File: config.mk
export PLATFORM = sky130hd
export DESIGN_NAME = apb_sram_arbiter
export DESIGN_NICKNAME = d
export VERILOG_FILES = /design/src/rtl/apb_arb_pkg.sv /design/src/rtl/apb_rr_picker.sv /design/src/rtl/apb_sram_arbiter.sv
export SDC_FILE = /design/constraint.sdc
export NUM_CORES = 1
export LEC_CHECK = 0
export ABC_CLOCK_PERIOD_IN_PS = 3600
export CORE_MARGIN = 2
export CORE_UTILIZATION = 40
export CTS_CLUSTER_DIAMETER = 60
export DETAILED_ROUTE_END_ITERATION = 7
export PLACE_DENSITY = 0.79
export SYNTH_ARGS = -nofsm -noshare
export SYNTH_HDL_FRONTEND = slang
export SYNTH_SLANG_ARGS = --single-unit
File: constraint.sdc
create_clock -name clk -period 3.6 [get_ports clk]
set_clock_uncertainty 0.15 [all_clocks]
set_input_delay 0.72 -clock clk [delete_from_list [all_inputs] [get_ports clk]]
set_output_delay 0.72 -clock clk [all_outputs]
set_load 0.05 [all_outputs]
File: src/rtl/apb_arb_pkg.sv
// ============================================================================
// Module : apb_arb_pkg
// Brief  : State encoding and round-robin helper for apb_sram_arbiter.
// Rev    : 1.0 - initial release
// ============================================================================
`default_nettype none

package apb_arb_pkg;

    localparam logic [1:0] c_IDLE   = 2'd0;
    localparam logic [1:0] c_SETUP  = 2'd1;
    localparam logic [1:0] c_ACCESS = 2'd2;

    localparam int unsigned c_MAX_REQ = 8;

    // First requester at or after ptr+1 (mod n); returns ptr when none is set.
    function automatic int unsigned rr_next(input int unsigned ptr,
                                            input logic [c_MAX_REQ-1:0] req,
                                            input int unsigned n);
        int unsigned idx;
        int unsigned res;
        logic        found;
        res   = ptr;
        found = 1'b0;
        for (int unsigned k = 1; k <= c_MAX_REQ; k++) begin
            idx = ptr + k;
            if (idx >= n) idx = idx - n;
            if ((k <= n) && !found && req[3'(idx)]) begin
                res   = idx;
                found = 1'b1;
            end
        end
        return res;
    endfunction

endpackage

`default_nettype wire

File: src/rtl/apb_rr_picker.sv
// ============================================================================
// Module : apb_rr_picker
// Brief  : Combinational round-robin winner index and any-valid flag.
// Rev    : 1.0 - initial release
// ============================================================================
`default_nettype none

module apb_rr_picker
    import apb_arb_pkg::*;
#(
    parameter int NUM_REQ = 4,
    parameter int PTR_W   = 2
) (
    input  logic [NUM_REQ-1:0] req_valid_i,
    input  logic [PTR_W-1:0]   last_gnt_i,
    output logic [PTR_W-1:0]   win_o,
    output logic               any_o
);

    logic [c_MAX_REQ-1:0] w_req;

    always_comb begin
        w_req                = '0;
        w_req[NUM_REQ-1:0]   = req_valid_i;
    end

    assign win_o = PTR_W'(rr_next(32'(last_gnt_i), w_req, 32'(NUM_REQ)));
    assign any_o = |req_valid_i;

endmodule

`default_nettype wire

File: src/rtl/apb_sram_arbiter.sv
// ============================================================================
// Module : apb_sram_arbiter
// Brief  : Round-robin arbiter + APB master sequencer for one APB SRAM slave.
//          Optional ACCESS watchdog enabled by macro APB_ARB_TIMEOUT_EN.
// Rev    : 1.0 - initial release
// ============================================================================
`default_nettype none

module apb_sram_arbiter
    import apb_arb_pkg::*;
#(
    parameter int NUM_REQ        = 4,
    parameter int ADDR_WIDTH     = 32,
    parameter int DATA_WIDTH     = 8,
    parameter int TIMEOUT_CYCLES = 16
) (
    input  logic                          clk,
    input  logic                          rstn,
    input  logic [NUM_REQ-1:0]            req_valid,
    input  logic [NUM_REQ-1:0]            req_write,
    input  logic [NUM_REQ*ADDR_WIDTH-1:0] req_addr,
    input  logic [NUM_REQ*DATA_WIDTH-1:0] req_wdata,
    output logic [NUM_REQ-1:0]            req_ready,
    output logic [DATA_WIDTH-1:0]         rsp_rdata,
    output logic [NUM_REQ-1:0]            rsp_err,
    output logic                          psel,
    output logic                          penable,
    output logic [ADDR_WIDTH-1:0]         paddr,
    output logic                          pwrite,
    output logic [DATA_WIDTH-1:0]         pwdata,
    input  logic                          pready,
    input  logic [DATA_WIDTH-1:0]         prdata
);

    localparam int PTR_W = $clog2(NUM_REQ);

    if ((NUM_REQ < 2) || (NUM_REQ > 8) || (TIMEOUT_CYCLES < 1)) begin : g_param_check
        $error("apb_sram_arbiter: NUM_REQ must be 2..8 and TIMEOUT_CYCLES >= 1");
    end

    logic [1:0]            state_q, state_d;
    logic [PTR_W-1:0]      win_q, win_d;
    logic [PTR_W-1:0]      last_gnt_q, last_gnt_d;
    logic                  psel_q, psel_d;
    logic                  penable_q, penable_d;
    logic [ADDR_WIDTH-1:0] paddr_q, paddr_d;
    logic                  pwrite_q, pwrite_d;
    logic [DATA_WIDTH-1:0] pwdata_q, pwdata_d;
    logic [DATA_WIDTH-1:0] rdata_q, rdata_d;
    logic [NUM_REQ-1:0]    ready_q, ready_d;
    logic [PTR_W-1:0]      w_win;
    logic                  w_any;
    logic                  w_timeout;

    apb_rr_picker #(
        .NUM_REQ (NUM_REQ),
        .PTR_W   (PTR_W)
    ) u_picker (
        .req_valid_i (req_valid),
        .last_gnt_i  (last_gnt_q),
        .win_o       (w_win),
        .any_o       (w_any)
    );

    always_ff @(posedge clk or negedge rstn) begin
        if (!rstn) begin
            state_q    <= c_IDLE;
            win_q      <= '0;
            last_gnt_q <= PTR_W'(NUM_REQ - 1);
            psel_q     <= 1'b0;
            penable_q  <= 1'b0;
            paddr_q    <= '0;
            pwrite_q   <= 1'b0;
            pwdata_q   <= '0;
            rdata_q    <= '0;
            ready_q    <= '0;
        end else begin
            state_q    <= state_d;
            win_q      <= win_d;
            last_gnt_q <= last_gnt_d;
            psel_q     <= psel_d;
            penable_q  <= penable_d;
            paddr_q    <= paddr_d;
            pwrite_q   <= pwrite_d;
            pwdata_q   <= pwdata_d;
            rdata_q    <= rdata_d;
            ready_q    <= ready_d;
        end
    end

    always_comb begin
        state_d = state_q;
        case (state_q)
            c_IDLE:   if (w_any) state_d = c_SETUP;
            c_SETUP:  state_d = c_ACCESS;
            c_ACCESS: if (pready || w_timeout) state_d = c_IDLE;
            default:  state_d = c_IDLE;
        endcase
    end

    always_comb begin
        win_d      = win_q;
        last_gnt_d = last_gnt_q;
        psel_d     = psel_q;
        penable_d  = penable_q;
        paddr_d    = paddr_q;
        pwrite_d   = pwrite_q;
        pwdata_d   = pwdata_q;
        rdata_d    = rdata_q;
        ready_d    = '0;
        case (state_q)
            c_IDLE: begin
                if (w_any) begin
                    win_d     = w_win;
                    paddr_d   = req_addr[32'(w_win) * ADDR_WIDTH +: ADDR_WIDTH];
                    pwrite_d  = req_write[w_win];
                    pwdata_d  = req_wdata[32'(w_win) * DATA_WIDTH +: DATA_WIDTH];
                    psel_d    = 1'b1;
                    penable_d = 1'b0;
                end
            end
            c_SETUP: penable_d = 1'b1;
            c_ACCESS: begin
                // pready takes precedence: w_timeout is only ever set without it
                if (pready || w_timeout) begin
                    ready_d[win_q] = 1'b1;
                    if (pready && !pwrite_q) rdata_d = prdata;
                    last_gnt_d = win_q;
                    psel_d     = 1'b0;
                    penable_d  = 1'b0;
                end
            end
            default: begin
                psel_d    = 1'b0;
                penable_d = 1'b0;
            end
        endcase
    end

`ifdef APB_ARB_TIMEOUT_EN
    localparam int CNT_W = $clog2(TIMEOUT_CYCLES + 1);

    logic [CNT_W-1:0]   cnt_q, cnt_d;
    logic [NUM_REQ-1:0] err_q, err_d;

    assign w_timeout = (state_q == c_ACCESS) && !pready &&
                       (cnt_q == CNT_W'(TIMEOUT_CYCLES - 1));

    always_comb begin
        cnt_d = cnt_q;
        err_d = '0;
        if (state_q == c_SETUP) begin
            cnt_d = '0;
        end else if ((state_q == c_ACCESS) && !pready) begin
            cnt_d = cnt_q + 1'b1;
        end
        if (w_timeout) err_d[win_q] = 1'b1;
    end

    always_ff @(posedge clk or negedge rstn) begin
        if (!rstn) begin
            cnt_q <= '0;
            err_q <= '0;
        end else begin
            cnt_q <= cnt_d;
            err_q <= err_d;
        end
    end

    assign rsp_err = err_q;
`else
    assign w_timeout = 1'b0;
    assign rsp_err   = '0;
`endif

    assign req_ready = ready_q;
    assign rsp_rdata = rdata_q;
    assign psel      = psel_q;
    assign penable   = penable_q;
    assign paddr     = paddr_q;
    assign pwrite    = pwrite_q;
    assign pwdata    = pwdata_q;

endmodule

`default_nettype wire

==> impl_metrics.env, run 1 <==
export IMPL_rsz0062_at_grt="false"
export IMPL_r2r_cells=10
export IMPL_die_area_um2=15330
export IMPL_clock_power_share_pct=10.4
export IMPL_cts_htree_levels=3
export IMPL_hpwl_um=14650
export IMPL_grt_first_pass_wirelength_um=34740
export IMPL_clk_path_buf_depth=2
export IMPL_syn2layout_area_growth_pct=48.99
export IMPL_rrSetupSlack_ps=280
export IMPL_ys_seq_area_share_pct=26.19
export IMPL_syn_inst=642
export IMPL_ys_ff_latch=60
export IMPL_status="completed"
export IMPL_ir_drop_v=0.0006908
export IMPL_die_w_um=123.8
export IMPL_async_flop_share_pct=100.0
export IMPL_synth_flop_cell="dfrtp_1"
export IMPL_post_route_min_period_ps=3321
export IMPL_r2r_start="last_gnt_q[1]"
export IMPL_power_w=0.01069
export IMPL_rows=43
export IMPL_die_h_um=123.8
export IMPL_top_level_ports=238
export IMPL_drt_iter0_markers=1019
export IMPL_pwr_share_comb_pct=77.6
export IMPL_clock_sinks=60
export IMPL_post_cts_resize_count=0
export IMPL_io_buffers=233
export IMPL_cp_start_kind="flip-flop"
export IMPL_crit_type="flip-flop to flip-flop"
export IMPL_endpoint_kind="flip-flop"
export IMPL_fin_nets=1005
export IMPL_min_from="psel"
export IMPL_num_vias=7160
export IMPL_clockRootBuffer="clkbuf_16"
export IMPL_cts_tree="done"
export IMPL_placed_area_um2=8178
export IMPL_cp_arrival_ps=3450
export IMPL_slew_viol_final=0
export IMPL_grt_use_total_pct=28.55
export IMPL_synth_cell_type_count=50
export IMPL_fin_area_um2=8554
export IMPL_gr_total_overflow=0
export IMPL_leakage_nw=2.977
export IMPL_antenna_left=0
export IMPL_coreArea_um2=13930
export IMPL_drc_errors=0
export IMPL_relSlewSlack_pct=38.22
export IMPL_reg2reg_to="paddr[22]"
export IMPL_gp_congestion=0.8825
export IMPL_totalWireLength_um=22540
export IMPL_first_pass_iters=6
export IMPL_hold_path_end="psel"
export IMPL_clock_latency_ps=340
export IMPL_cts_hold_buf=0
export IMPL_p_int_w=0.005171
export IMPL_switching_share_pct=51.64
export IMPL_clk_pin_slew_ps=60
export IMPL_nFillCells=1184
export IMPL_timing_final_crit_share_pct=92.25
export IMPL_power_frac_seq_pct=12.0
export IMPL_power_density_nw_per_um2=1250
export IMPL_synth_edf_count=0
export IMPL_netSwitchingPower_w=0.005522
export IMPL_yosys_warnings=0
export IMPL_antenna_cells=0
export IMPL_viasPerCell=7.103
export IMPL_worst_ep_required_time_ps=3720
export IMPL_cts_setup_buffers=0
export IMPL_hold_viol=0
export IMPL_grt_max_degree=100
export IMPL_hp_class="flip-flop to flip-flop"
export IMPL_cts_inserted_buffers=9
export IMPL_first_global_vias=6865
export IMPL_syn_avg_cell_area_um2=8.944
export IMPL_finalSetupViolations=0
export IMPL_start_util_pct=41.20
export IMPL_hold_slack_ps=341.8
export IMPL_fmax_ghz=0.3011
export IMPL_crit_fanout=28
export IMPL_tightest_slew_ps=926.8
export IMPL_drive_gt1_share_pct=8.575
export IMPL_syn_area_um2=5742
export IMPL_antenna_found_initial=0
export IMPL_finalSetupTns_ps=0
export IMPL_routedWlPerCell_um=22.36
export IMPL_maxCapViolations=0
export IMPL_hold_depth=1
==> cells by family (layout without fill, tap and decap cells) <==
| kind of cell | Yosys count | in the layout | synth area share, % |
|---|---|---|---|
| DFF | 60 | 60 | 26.19 |
| AOI/OAI and AO/OA | 391 | 391 | 55.13 |
| and+or+nand+nor | 80 | 80 | 7.104 |
| buffers and inverters | 92 | 275 | 7.453 |
| other | 1 | 4 | 0.06531 |
| muxes | 15 | 15 | 3.399 |
| adders and majority gates | 3 | 3 | 0.6538 |
==> sequential cells by signal (all words and copies together) (netlist names) <==
register	flops
pwrite	1
win_q	2
req_ready	4
rsp_rdata	8
pwdata	8
paddr	32
psel	1
last_gnt_q	2
state_q	2
==> power by group through the flow <==
| stage | sequential, W | combinational (W) | clock, W |
|---|---|---|---|
| 4_1_cts | 0.00128 | 0.00822 | 0.00112 |
| 6_report | 0.00128 | 0.00829 | 0.00112 |
| 3_3_place_gp | 0.00128 | 0.00795 | 0 |
| 3_5_place_dp | 0.00128 | 0.00821 | 0 |
| 5_1_grt | 0.00131 | 0.00894 | 0.00116 |
| 2_1_floorplan | 0.00215 | 0.00511 | 0 |
==> how the worst max path moves through the flow <==
stage | from | endpoint | slack, ps
after global routing | last_gnt_q[1] | paddr[22] | 130
after global placement | req_valid[0] | paddr[8] | 260
after floorplan | last_gnt_q[0] | paddr[1] | 40
after detailed placement | req_valid[1] | paddr[22] | 190
final | last_gnt_q[1] | paddr[22] | 280
after CTS | last_gnt_q[1] | paddr[22] | 310
==> per-layer routing <==
layer / part of all wire [%] / vias up / track usage (%)
met5: 0 / - / 0
met4: 3.4 / 0 / 14.13
met2: 47 / 482 / 45.47
li1: - / 3139 / -
met1: 39 / 3471 / 36.14
met3: 10 / 68 / 6.868
==> through the flow <==
step           std cells  util [%]  worst slack, ps
3_3_place_gp         992     58.69            260.9
3_5_place_dp         992     58.69            188.2
4_1_cts             1008     61.39            312.4
6_report            1008     61.39            278.9
5_1_grt             1008     61.39            131.9
2_1_floorplan        645         -            41.41
==> cells in the mapped netlist, drive strengths merged, types with 2 or more instances <==
master,count,share of area (%)
o21ai,87,7.7
a221o,42,7.3
a21oi,4,0.61
ha,3,0.65
nand2b,3,0.33
clkbuf,56,3.7
nand3,44,3.8
mux2,10,2.0
nand2,10,0.65
and3,3,0.41
o221a,41,8.0
nor3b,3,0.48
nor3,3,0.26
dfrtp,58,25
a22oi,82,11
buf,34,3.7
a221oi,82,13
nor2b,2,0.22
inv,2,0.13
a21o,2,0.26
dfstp,2,0.92
a22o,41,6.3
nor2,9,0.59
o21a,2,0.26
mux2i,4,0.98
==> worst max-delay path: stages (launching register included) <==
cell	delay (ps)
dfstp_2	650
inv_1	120
ha_1	420
nor2b_1	300
a211oi_2	110
o22ai_4	310
mux2i_4	500
buf_12	240
a22oi_1	100
o21ai_1	140
o221a_1	200
==> placed cells by master, fill, tap and decap left out, drive strengths merged, types with 3 or more instances in the layout <==
| master | n |
|---|---|
| mux2i | 4 |
| nand3 | 44 |
| a22oi | 82 |
| ha | 3 |
| o221a | 41 |
| nor2 | 9 |
| and3 | 3 |
| a21oi | 4 |
| clkbuf | 12 |
| o21ai | 87 |
| dfrtp | 58 |
| a221o | 42 |
| mux2 | 10 |
| conb | 4 |
| nand2b | 3 |
| clkdlybuf4s50 | 232 |
| nor3 | 3 |
| a22o | 41 |
| a221oi | 82 |
| bufinv | 4 |
| nand2 | 10 |
| buf | 25 |
| nor3b | 3 |
==> area by class of cell <==
type | instances | area (um^2) | share of cell area (%)
clock inverter | 4 | 120.1 | 1.404
sequential | 60 | 1508 | 17.62
inverter | 2 | 7.507 | 0.08776
multi-input combinational | 493 | 3855 | 45.06
clock buffer | 12 | 256.5 | 2.998
tap | 180 | 225.2 | 2.633
timing repair buffer | 257 | 2582 | 30.19
No activity file was read; power rests on OpenSTA's default activity.
==> run 2, diff against run 1 <==
--- a/config.mk
+++ b/config.mk
@@ -10,6 +10,7 @@
 export CORE_UTILIZATION = 40
 export CTS_CLUSTER_DIAMETER = 60
 export DETAILED_ROUTE_END_ITERATION = 7
+export GPL_ROUTABILITY_DRIVEN = 0
 export PLACE_DENSITY = 0.79
 export SYNTH_ARGS = -nofsm -noshare
 export SYNTH_HDL_FRONTEND = slang
==> run 2 against run 1 <==
  * The run now ends with DRC left
  * Power fell by 2.0%
  * Critical path depth did not move
  * Core utilization fell by 0.62 points
  * Setup slack got worse by 43 ps
  * Worst hold slack got worse by 15 ps
  * Final cell count fell by 0.30%
  * First-iteration DRC count rose by 1.8%
  * Sequential share of layout area rose by 0.18 points
  * Combinational power barely moved
  * Largest power group unchanged
==> impl_metrics.env, run 2 (synthesized netlist as in run 1, its figures left out) <==
export IMPL_gr_total_overflow=0
export IMPL_cts_inserted_buffers=9
export IMPL_viasPerCell=7.142
export IMPL_clk_path_buf_depth=2
export IMPL_clock_sinks=60
export IMPL_timing_final_crit_share_pct=93.44
export IMPL_final_cell_mix="clkdlybuf4s50_1 (232), a221oi_1 (82), a22oi_1 (82), o21ai_1 (62), dfrtp_1 (58)"
export IMPL_top_level_ports=238
export IMPL_start_util_pct=41.20
export IMPL_path_cells="inv_1 -> ha_1 -> nand2b_1 -> and3_1 -> o22ai_4 -> mux2i_4 -> buf_12 -> a22oi_1 -> o21ai_1 -> o221a_1"
export IMPL_grt_max_degree=100
export IMPL_hold_viol=0
export IMPL_post_cts_resize_count=0
export IMPL_finalSetupViolations=0
export IMPL_die_area_um2=15330
export IMPL_relSlewSlack_pct=37.62
export IMPL_cts_htree_levels=3
export IMPL_num_vias=7178
export IMPL_hpwl_um=14450
export IMPL_crit_family="compound AO/OA/AOI/OAI gates"
export IMPL_drive_gt1_share_pct=8.364
export IMPL_critPathBufInv=2
export IMPL_cp_start_kind="flip-flop"
export IMPL_die_h_um=123.8
export IMPL_fin_nets=1002
export IMPL_tightest_slew_ps=935.7
export IMPL_layout_cells_non_filler=1005
export IMPL_crit_path_top_delay_cell="dfstp_2"
export IMPL_crit_type="flip-flop to flip-flop"
export IMPL_final_common_cell="clkdlybuf4s50_1"
export IMPL_drt_iter0_markers=1037
export IMPL_power_density_nw_per_um2=1237
export IMPL_die_w_um=123.8
export IMPL_ir_drop_v=0.001024
export IMPL_hp_class="flip-flop to flip-flop"
export IMPL_crit_fanout=41
export IMPL_critical_path_max_stage_delay_ps=640
export IMPL_syn2layout_area_growth_pct=47.48
export IMPL_cp_arrival_ps=3480
export IMPL_finalSetupTns_ps=0
export IMPL_rsz0062_at_grt="false"
export IMPL_post_route_min_period_ps=3364
export IMPL_p_int_w=0.004926
export IMPL_cts_hold_buf=0
export IMPL_cts_tree="done"
export IMPL_nFillCells=1158
export IMPL_status="complete, but fails checks"
export IMPL_io_buffers=233
export IMPL_first_global_vias=6615
export IMPL_switching_share_pct=52.98
export IMPL_coreArea_um2=13930
export IMPL_antenna_cells=0
export IMPL_grt_first_pass_wirelength_um=34290
export IMPL_clock_latency_ps=330
export IMPL_fmax_ghz=0.2973
export IMPL_maxCapViolations=0
export IMPL_clk_pin_slew_ps=60
export IMPL_placed_cells=989
export IMPL_endpoint_kind="flip-flop"
export IMPL_rrSetupSlack_ps=240
export IMPL_clock_power_share_pct=8.5
export IMPL_clockRootBuffer="clkbuf_16"
export IMPL_rows=43
export IMPL_largest_reg_flops=32
export IMPL_totalWireLength_um=22670
export IMPL_netSwitchingPower_w=0.005550
export IMPL_antenna_found_initial=0
export IMPL_first_pass_iters=8
export IMPL_leakage_nw=2.922
export IMPL_antenna_left=0
export IMPL_worst_ep_required_time_ps=3720
export IMPL_violations="DRC"
export IMPL_drc_errors=1
export IMPL_grt_use_total_pct=28.07
export IMPL_power_frac_seq_pct=12.2
export IMPL_pwr_share_comb_pct=79.3
export IMPL_cts_setup_buffers=0
export IMPL_routedWlPerCell_um=22.56
export IMPL_slew_viol_final=0
-- run 2: final cells by class --
type | instances | area (um^2) | share of cell area, %
multi-input cells | 493 | 3855 | 45.52
well taps | 180 | 225.2 | 2.660
clock inverters | 7 | 75.07 | 0.8865
clock buffers | 9 | 225.2 | 2.660
flip-flops and latches | 60 | 1508 | 17.80
inverters | 2 | 7.507 | 0.08865
repair buffers | 254 | 2572 | 30.38
-- run 2: per-layer routing --
| metal | up-vias | track usage (%) | wire length [um] |
|---|---|---|---|
| li1 | 3131 | - | - |
| met1 | 3417 | 35.38 | 8690 |
| met2 | 560 | 46.39 | 10790 |
| met3 | 70 | 5.815 | 2513 |
| met4 | 0 | 12.14 | 674 |
| met5 | - | 0 | 0 |
-- run 2: worst reg2reg max path: stages (launching register included) --
cell	delay, ps
dfstp_2	640
inv_1	120
ha_1	430
nand2b_1	280
and3_1	250
o22ai_4	270
mux2i_4	440
buf_12	270
a22oi_1	160
o21ai_1	110
o221a_1	190
-- run 2: final timing paths --
path,to,depth (start not counted),startpoint
worst max-delay path,paddr[30],10,last_gnt_q[1]
worst min-delay path,psel,1,psel
worst max register to register,paddr[30],10,last_gnt_q[1]
worst min register to register,psel,1,psel
max in group asynchronous,req_ready[0],2,rstn
min in group asynchronous,rsp_rdata[5],2,rstn
-- run 2: per-stage QoR --
stage | power (W) | instance area (um^2) | hold WS [ps] | utilization [%] | setup slack (ps)
2_1_floorplan | 0.007266 | 5753 | 274.4 | - | 41.41
3_3_place_gp | 0.009193 | 8168 | 311.9 | 58.62 | 298.0
3_5_place_dp | 0.009464 | 8168 | 319.7 | 58.62 | 193.4
4_1_cts | 0.01038 | 8468 | 332.7 | 60.77 | 263.6
5_1_grt | 0.01112 | 8468 | 347.4 | 60.77 | 86.41
6_report | 0.01048 | 8468 | 326.8 | 60.77 | 236.3
-- run 2: power by group through the flow --
stage | logic (W) | clock network [W] | registers, W
after detailed placement | 0.00819 | 0 | 0.00128
after CTS | 0.00820 | 0.000906 | 0.00128
after floorplan | 0.00511 | 0 | 0.00215
final | 0.00830 | 0.000895 | 0.00128
after global routing | 0.00887 | 0.000937 | 0.00131
after global placement | 0.00792 | 0 | 0.00127
